`config.mk`:
```
export PLATFORM = sky130hd
export DESIGN_NAME = cpu_run_ctrl
export DESIGN_NICKNAME = d
export VERILOG_FILES = /design/src/rtl/cpu_run_ctrl.sv
export SDC_FILE = /design/constraint.sdc
export NUM_CORES = 1
export LEC_CHECK = 0
export BUFFER_PORTS_ARGS = -buffer_cell sky130_fd_sc_hd__buf_2
export CAP_MARGIN = 10
export CORE_UTILIZATION = 40
export DETAILED_ROUTE_END_ITERATION = 10
export PLACE_DENSITY = 0.6
export SLEW_MARGIN = 20
export SYNTH_ARGS = -nofsm -noshare
export SYNTH_HDL_FRONTEND = slang
export SYNTH_SLANG_ARGS = --single-unit
```
`constraint.sdc`:
```
create_clock -name clkin -period 2.9 [get_ports clkin]
set_input_delay 0.435 -clock clkin [delete_from_list [all_inputs] [get_ports clkin]]
set_output_delay 0.435 -clock clkin [all_outputs]
set_load 0.05 [all_outputs]
```
`src/rtl/cpu_run_ctrl.sv`:
```
// cpu_run_ctrl: reset stretcher and run control (free-run, single-step, run-N)
// Optional watchdog is built when CPU_RUN_CTRL_WDOG_EN is defined.
module cpu_run_ctrl #(
    parameter int unsigned RST_CYCLES  = 5,
    parameter int unsigned CNT_W       = 32,
    parameter int unsigned WDOG_CYCLES = 1024
) (
    input  logic             clkin,
    input  logic             reset,
    input  logic [1:0]       mode,
    input  logic             start,
    input  logic             step,
    input  logic [CNT_W-1:0] run_len,
    input  logic             halt_req,
    output logic             core_rst,
    output logic             cpu_ce,
    output logic [CNT_W-1:0] cycle_cnt,
    output logic             halted,
    output logic             timed_out
);

    typedef enum logic [2:0] {
        S_HOLD,
        S_WAIT,
        S_RUN,
        S_STEP,
        S_HALT
    } state_t;

    localparam int unsigned HW = (RST_CYCLES > 1) ? $clog2(RST_CYCLES) : 1;
    localparam logic [HW-1:0] HOLD_LAST = HW'(RST_CYCLES - 1);
    localparam logic [CNT_W-1:0] BUD_ONE = CNT_W'(1);

    if (RST_CYCLES < 1 || WDOG_CYCLES < 1) begin : g_bad_cfg
        $error("cpu_run_ctrl: RST_CYCLES and WDOG_CYCLES must be >= 1");
    end

    state_t           state_q;
    logic [HW-1:0]    hold_q;
    logic             runn_q;
    logic [CNT_W-1:0] budget_q;
    logic             pend_q;
    logic             core_rst_q;
    logic             cpu_ce_q;
    logic [CNT_W-1:0] cnt_q;
    logic             halted_q;

    logic start_ok;
    logic wd_hit;
    logic bud_done;

    assign start_ok = start && (state_q == S_WAIT || state_q == S_HALT);
    assign bud_done = runn_q && (budget_q == BUD_ONE);

`ifdef CPU_RUN_CTRL_WDOG_EN
    localparam int unsigned WW = $clog2(WDOG_CYCLES + 1);
    localparam logic [WW-1:0] WD_LAST = WW'(WDOG_CYCLES - 1);

    logic [WW-1:0] wd_q;
    logic          to_q;

    assign wd_hit    = (state_q == S_RUN) && (wd_q == WD_LAST);
    assign timed_out = to_q;

    // Watchdog: counts enabled RUN cycles since the last start; flag is sticky
    always_ff @(posedge clkin) begin
        if (reset) begin
            wd_q <= '0;
            to_q <= 1'b0;
        end else begin
            if (start_ok) begin
                wd_q <= '0;
            end else if (state_q == S_RUN) begin
                wd_q <= wd_q + WW'(1);
            end
            if (wd_hit) begin
                to_q <= 1'b1;
            end
        end
    end
`else
    assign wd_hit    = 1'b0;
    assign timed_out = 1'b0;
`endif

    // Main sequencer; outputs are registered from the current state so
    // start and halt both take effect one edge after the state change
    always_ff @(posedge clkin) begin
        if (reset) begin
            state_q    <= S_HOLD;
            hold_q     <= '0;
            runn_q     <= 1'b0;
            budget_q   <= '0;
            pend_q     <= 1'b0;
            core_rst_q <= 1'b1;
            cpu_ce_q   <= 1'b0;
            cnt_q      <= '0;
            halted_q   <= 1'b0;
        end else begin
            cpu_ce_q <= (state_q == S_RUN) || (state_q == S_STEP && pend_q);
            halted_q <= (state_q == S_HALT);
            if (cpu_ce_q) begin
                cnt_q <= cnt_q + CNT_W'(1);
            end

            unique case (state_q)
                S_HOLD: begin
                    hold_q <= hold_q + HW'(1);
                    if (hold_q == HOLD_LAST) begin
                        core_rst_q <= 1'b0;
                        state_q    <= S_WAIT;
                    end
                end
                S_RUN: begin
                    if (runn_q) begin
                        budget_q <= budget_q - BUD_ONE;
                    end
                    if (halt_req || wd_hit || bud_done) begin
                        state_q <= S_HALT;
                    end
                end
                S_STEP: begin
                    if (halt_req) begin
                        pend_q  <= 1'b0;
                        state_q <= S_HALT;
                    end else if (pend_q) begin
                        pend_q <= 1'b0;
                    end else begin
                        pend_q <= step;
                    end
                end
                S_WAIT, S_HALT: begin
                    if (start) begin
                        pend_q <= 1'b0;
                        runn_q <= 1'b0;
                        unique case (mode)
                            2'b01: state_q <= S_STEP;
                            2'b10: begin
                                runn_q   <= 1'b1;
                                budget_q <= run_len;
                                if (run_len == '0) begin
                                    state_q <= S_HALT;
                                end else begin
                                    state_q <= S_RUN;
                                end
                            end
                            default: state_q <= S_RUN;
                        endcase
                    end
                end
                default: state_q <= S_HOLD;
            endcase
        end
    end

    assign core_rst  = core_rst_q;
    assign cpu_ce    = cpu_ce_q;
    assign cycle_cnt = cnt_q;
    assign halted    = halted_q;

endmodule

```
==> run summary <==
Before antenna repair, the detailed router went through 5 iterations. The routed design uses 759 µm of met3 wire. The top routing layer in use was met4.

The tools report the number of distinct standard cells referenced by the synthesized netlist as 69. STA classifies the critical path endpoint as a register. Prior to clock tree synthesis, the placed netlist has a worst setup slack of 0.5246 ns. Maximum count of clock buffers along a single path: 2. The synthesized netlist occupies a cell area of 0.004374 mm².

From bottom edge to top edge, the die measures 106.6 µm. Buffers inserted to repair hold after CTS numbered 0. The number of primary I/O pins is 75, and the total routing usage reported by global routing is 22.13%.

The number of synthesized flops with an enable pin came out at 0. In this run the power density over the cells is 656.7 mW/mm². The repair_antennas step left the layout with diodes totalling 0. Standard-cell row count: 37.

Clock tree synthesis found a total of 75 sinks. Die outline width: 106.6 µm. After synthesis, the share of flip-flops with an asynchronous set or reset is 0%.

For the worst setup path, the data required time is 3.16 ns. The maximum operating frequency is 428.2 MHz, and the global-route wire length before repair is 20090 µm. Detailed placement ended at an HPWL of 8422 µm. The effective utilization at floorplan came out at 41.81%.

Setup repair after global routing left no endpoint under its margin. For the worst setup path, the data arrival time is 2.59 ns. The flow ran to the end, and the final reports show no timing, DRC or antenna violations.

The maximum number of pins on one net before global-route repair is 69. After synthesis, flip-flops and latches occupy 34.32% of the total area. Headroom to the max-slew limit came out at 41.14%. The floorplan step defined a die boundary enclosing 0.01136 mm². The post-route fraction of the period consumed by the critical path is 80.53%, and the transition time at the pin with the least slew margin is 0.8829 ns. The run gives 0.37 ns as the later-pin clock latency in the skew report. In this run, the clock network consumes 23.6% of the power. The tools report the number of fill cells as 1071. For this block, the initial DRC count from the detailed router was 265. Once detail routing completed, the nets flagged for antenna violations numbered 0. The critical path is of the register to register type.

Leaving out fill and tap cells, the most frequent cell in the layout is dfxtp_1. The synthesized net count came out at 595. The setup violation total in the final timing report came out at 0. The most used flip-flop cell after synthesis is dfxtp_1. Synthesis warning total: 0. Class of the tightest hold or removal check: primary input to register.

The initial antenna violation count is 0. Total grt overflow: 0. The slack of the critical path came out at 0.5647 ns. The logs give 0 for the final hold violation count and 0 for the number of buffers inserted by post-CTS setup repair. Routability-driven placement finished with a final weighted congestion of 0.8296.

The core occupancy in the finished layout is 48.05%, and the maximum net fanout on the critical path is 8. The cell count after synthesis was 548. The number of nets in the layout was 652; the wire length per cell was 16.12 µm.

Number of DRC violations after detailed routing: 0. The tools report the detailed-routing wirelength on met1 as 5697 µm. The fraction of layout instances using a drive strength above 1 came out at 19.67%. The count of buffers added on input and output ports is 73. The root buffer cell chosen for the clock tree is clkbuf_8. After detailed routing, the total wire length is 12030 µm. The core region is 0.01046 mm². The tools report the detailed-route via count as 4343. The vias per cell is 5.822, and the power share of the combinational group is 41.3%.

The smallest clock period supported by the final layout is computed as 2.335 ns. The clock transition at the registers of the reported paths is 0.09 ns. The number of gates resized after cts is 0. For this design the total switching power over the nets is 1352 µW.

The number of slew-limit violations in the final report is 0, and the summed negative setup slack over all endpoints is 0 ns. Relative to the synthesized area, the layout overhead comes to 14.93%. In the layout the commonest cells are 75 x dfxtp_1, 73 x buf_2, 54 x nor2_1, 41 x a21oi_1, 35 x nand2_1. The number of global-route vias before repair came out at 4067.

The leakage power is 0.002006 µW. IR analysis of the VDD net gives a maximum drop of 250.9 µV. A synthesized cell averages 7.982 µm².

TritonCTS built the clock tree. The switching power share of the total works out to 40.95%. TritonCTS created 9 clock buffers.

The worst setup path is launched from a register. Max-cap violation count: 0. The proportion of power drawn by flip-flops and latches is 35.1%, and the amount of wire on met2 after detailed routing is 5467 µm.

Counting flops and latches in the post-synthesis netlist gives 75. Between clock sinks in the finished design, the worst skew comes to 0.008841 ns. CTS built an H-tree with a depth of 3. Cell internal power was estimated by the tool at 1949 µW.
[cell usage after synthesis (2+ instances only)]
| cell type | instances | area, µm² |
|---|---|---|
| a211oi_1 | 7 | 52.55 |
| a21o_1 | 7 | 52.55 |
| a21oi_1 | 42 | 210.2 |
| a22oi_1 | 6 | 45.04 |
| a31oi_1 | 8 | 50.05 |
| a32oi_1 | 5 | 43.79 |
| a41o_1 | 2 | 20.02 |
| and2_1 | 6 | 37.54 |
| and3_1 | 12 | 75.07 |
| and4_1 | 5 | 43.79 |
| buf_2 | 4 | 20.02 |
| clkbuf_1 | 32 | 120.1 |
| dfxtp_1 | 75 | 1501 |
| ha_1 | 8 | 100.1 |
| inv_1 | 20 | 75.07 |
| mux2_2 | 3 | 33.78 |
| mux2i_1 | 4 | 40.04 |
| nand2_1 | 35 | 131.4 |
| nand2b_1 | 4 | 25.02 |
| nand3_1 | 21 | 105.1 |
| nand3b_1 | 3 | 22.52 |
| nand4_1 | 14 | 87.58 |
| nand4b_1 | 3 | 26.28 |
| nor2_1 | 55 | 206.5 |
| nor2b_1 | 2 | 12.51 |
| nor3_1 | 20 | 100.1 |
| nor3_2 | 2 | 20.02 |
| nor4_1 | 17 | 106.4 |
| nor4_4 | 2 | 42.54 |
| o2111ai_1 | 2 | 17.52 |
| o211ai_1 | 3 | 22.52 |
| o21a_1 | 3 | 22.52 |
| o21ai_0 | 25 | 125.1 |
| o221ai_1 | 2 | 17.52 |
| o31a_1 | 2 | 17.52 |
| o31ai_1 | 3 | 22.52 |
| o32ai_1 | 4 | 35.03 |
| o41ai_1 | 3 | 26.28 |
| or2_1 | 2 | 12.51 |
| or3_1 | 14 | 87.58 |
| or4_1 | 7 | 52.55 |
| or4_4 | 3 | 33.78 |
| xnor2_1 | 11 | 96.34 |
| xor2_1 | 15 | 131.4 |
[worst paths after layout]
path	start	endpoint	slack [ns]	cells after the start
worst max-delay path	cpu_ce	cycle_cnt[31]	0.56	5
worst min-delay path	step	pend_q	0.31	3
worst max register to register	cpu_ce	cycle_cnt[31]	0.56	5
worst min register to register	core_rst	core_rst	0.46	2
[worst max-delay path: stages, from the launching register on]
cell and delay, ns:
dfxtp_1 0.50, nand4_1 0.25, or2_1 0.33, or4_1 0.58, nor3_1 0.23, mux2_1 0.33
[sequential cells by signal (all words and copies together) (netlist names)]
| name | flops |
|---|---|
| hold_q | 3 |
| runn_q | 1 |
| cycle_cnt | 32 |
| budget_q | 32 |
| state_q | 3 |
| core_rst | 1 |
| pend_q | 1 |
| cpu_ce | 1 |
| halted | 1 |
[power by group through the flow]
| stage | clock [µW] | combinational, µW | sequential [µW] |
|---|---|---|---|
| 4_1_cts | 801 | 1350 | 1160 |
| 5_1_grt | 852 | 1510 | 1170 |
| 2_1_floorplan | 0 | 1040 | 1150 |
| 6_report | 779 | 1360 | 1160 |
| 3_5_place_dp | 0 | 1350 | 1180 |
| 3_3_place_gp | 0 | 1350 | 1180 |
[cells by family after synthesis]
| logic type | Yosys count | share of synthesized area [%] |
|---|---|---|
| AOI/OAI and AO/OA | 136 | 20.54 |
| xor gates and xnor gates | 26 | 5.206 |
| adders and majority gates | 8 | 2.288 |
| buffers and inverters | 58 | 5.177 |
| DFF | 75 | 34.32 |
| muxes | 8 | 1.945 |
| other | 1 | 0.08573 |
| and+or+nand+nor | 236 | 30.43 |
[per-stage QoR]
| step | cells | hold WS (ns) | cell area (µm²) | total power (µW) |
|---|---|---|---|---|
| detailed placement | 730 | 0.4472 | 4847 | 2525 |
| CTS | 746 | 0.2973 | 5027 | 3307 |
| finish | 746 | 0.3090 | 5027 | 3301 |
| floorplan | 548 | 0.4536 | 4374 | 2189 |
| global placement | 730 | 0.4418 | 4847 | 2523 |
| global route | 746 | 0.3355 | 5027 | 3535 |
[per-layer routing]
layer  vias to the layer above  track usage (%)
met2                       130            34.38
met3                        12            4.438
met4                         0            6.849
met1                      2055            30.71
met5                         -                0
li1                       2146                -
[cell type report]
cell class	count	area (µm²)	area share (%)
Clock buffer	9	123.9	2.464
Tap cell	136	170.2	3.385
Multi-Input combinational cell	415	2653	52.76
Timing Repair Buffer	84	447.9	8.910
Sequential cell	75	1501	29.87
Clock inverter	7	56.30	1.120
Inverter	20	75.07	1.493
Note: power is estimated with default switching activity, not from simulation.
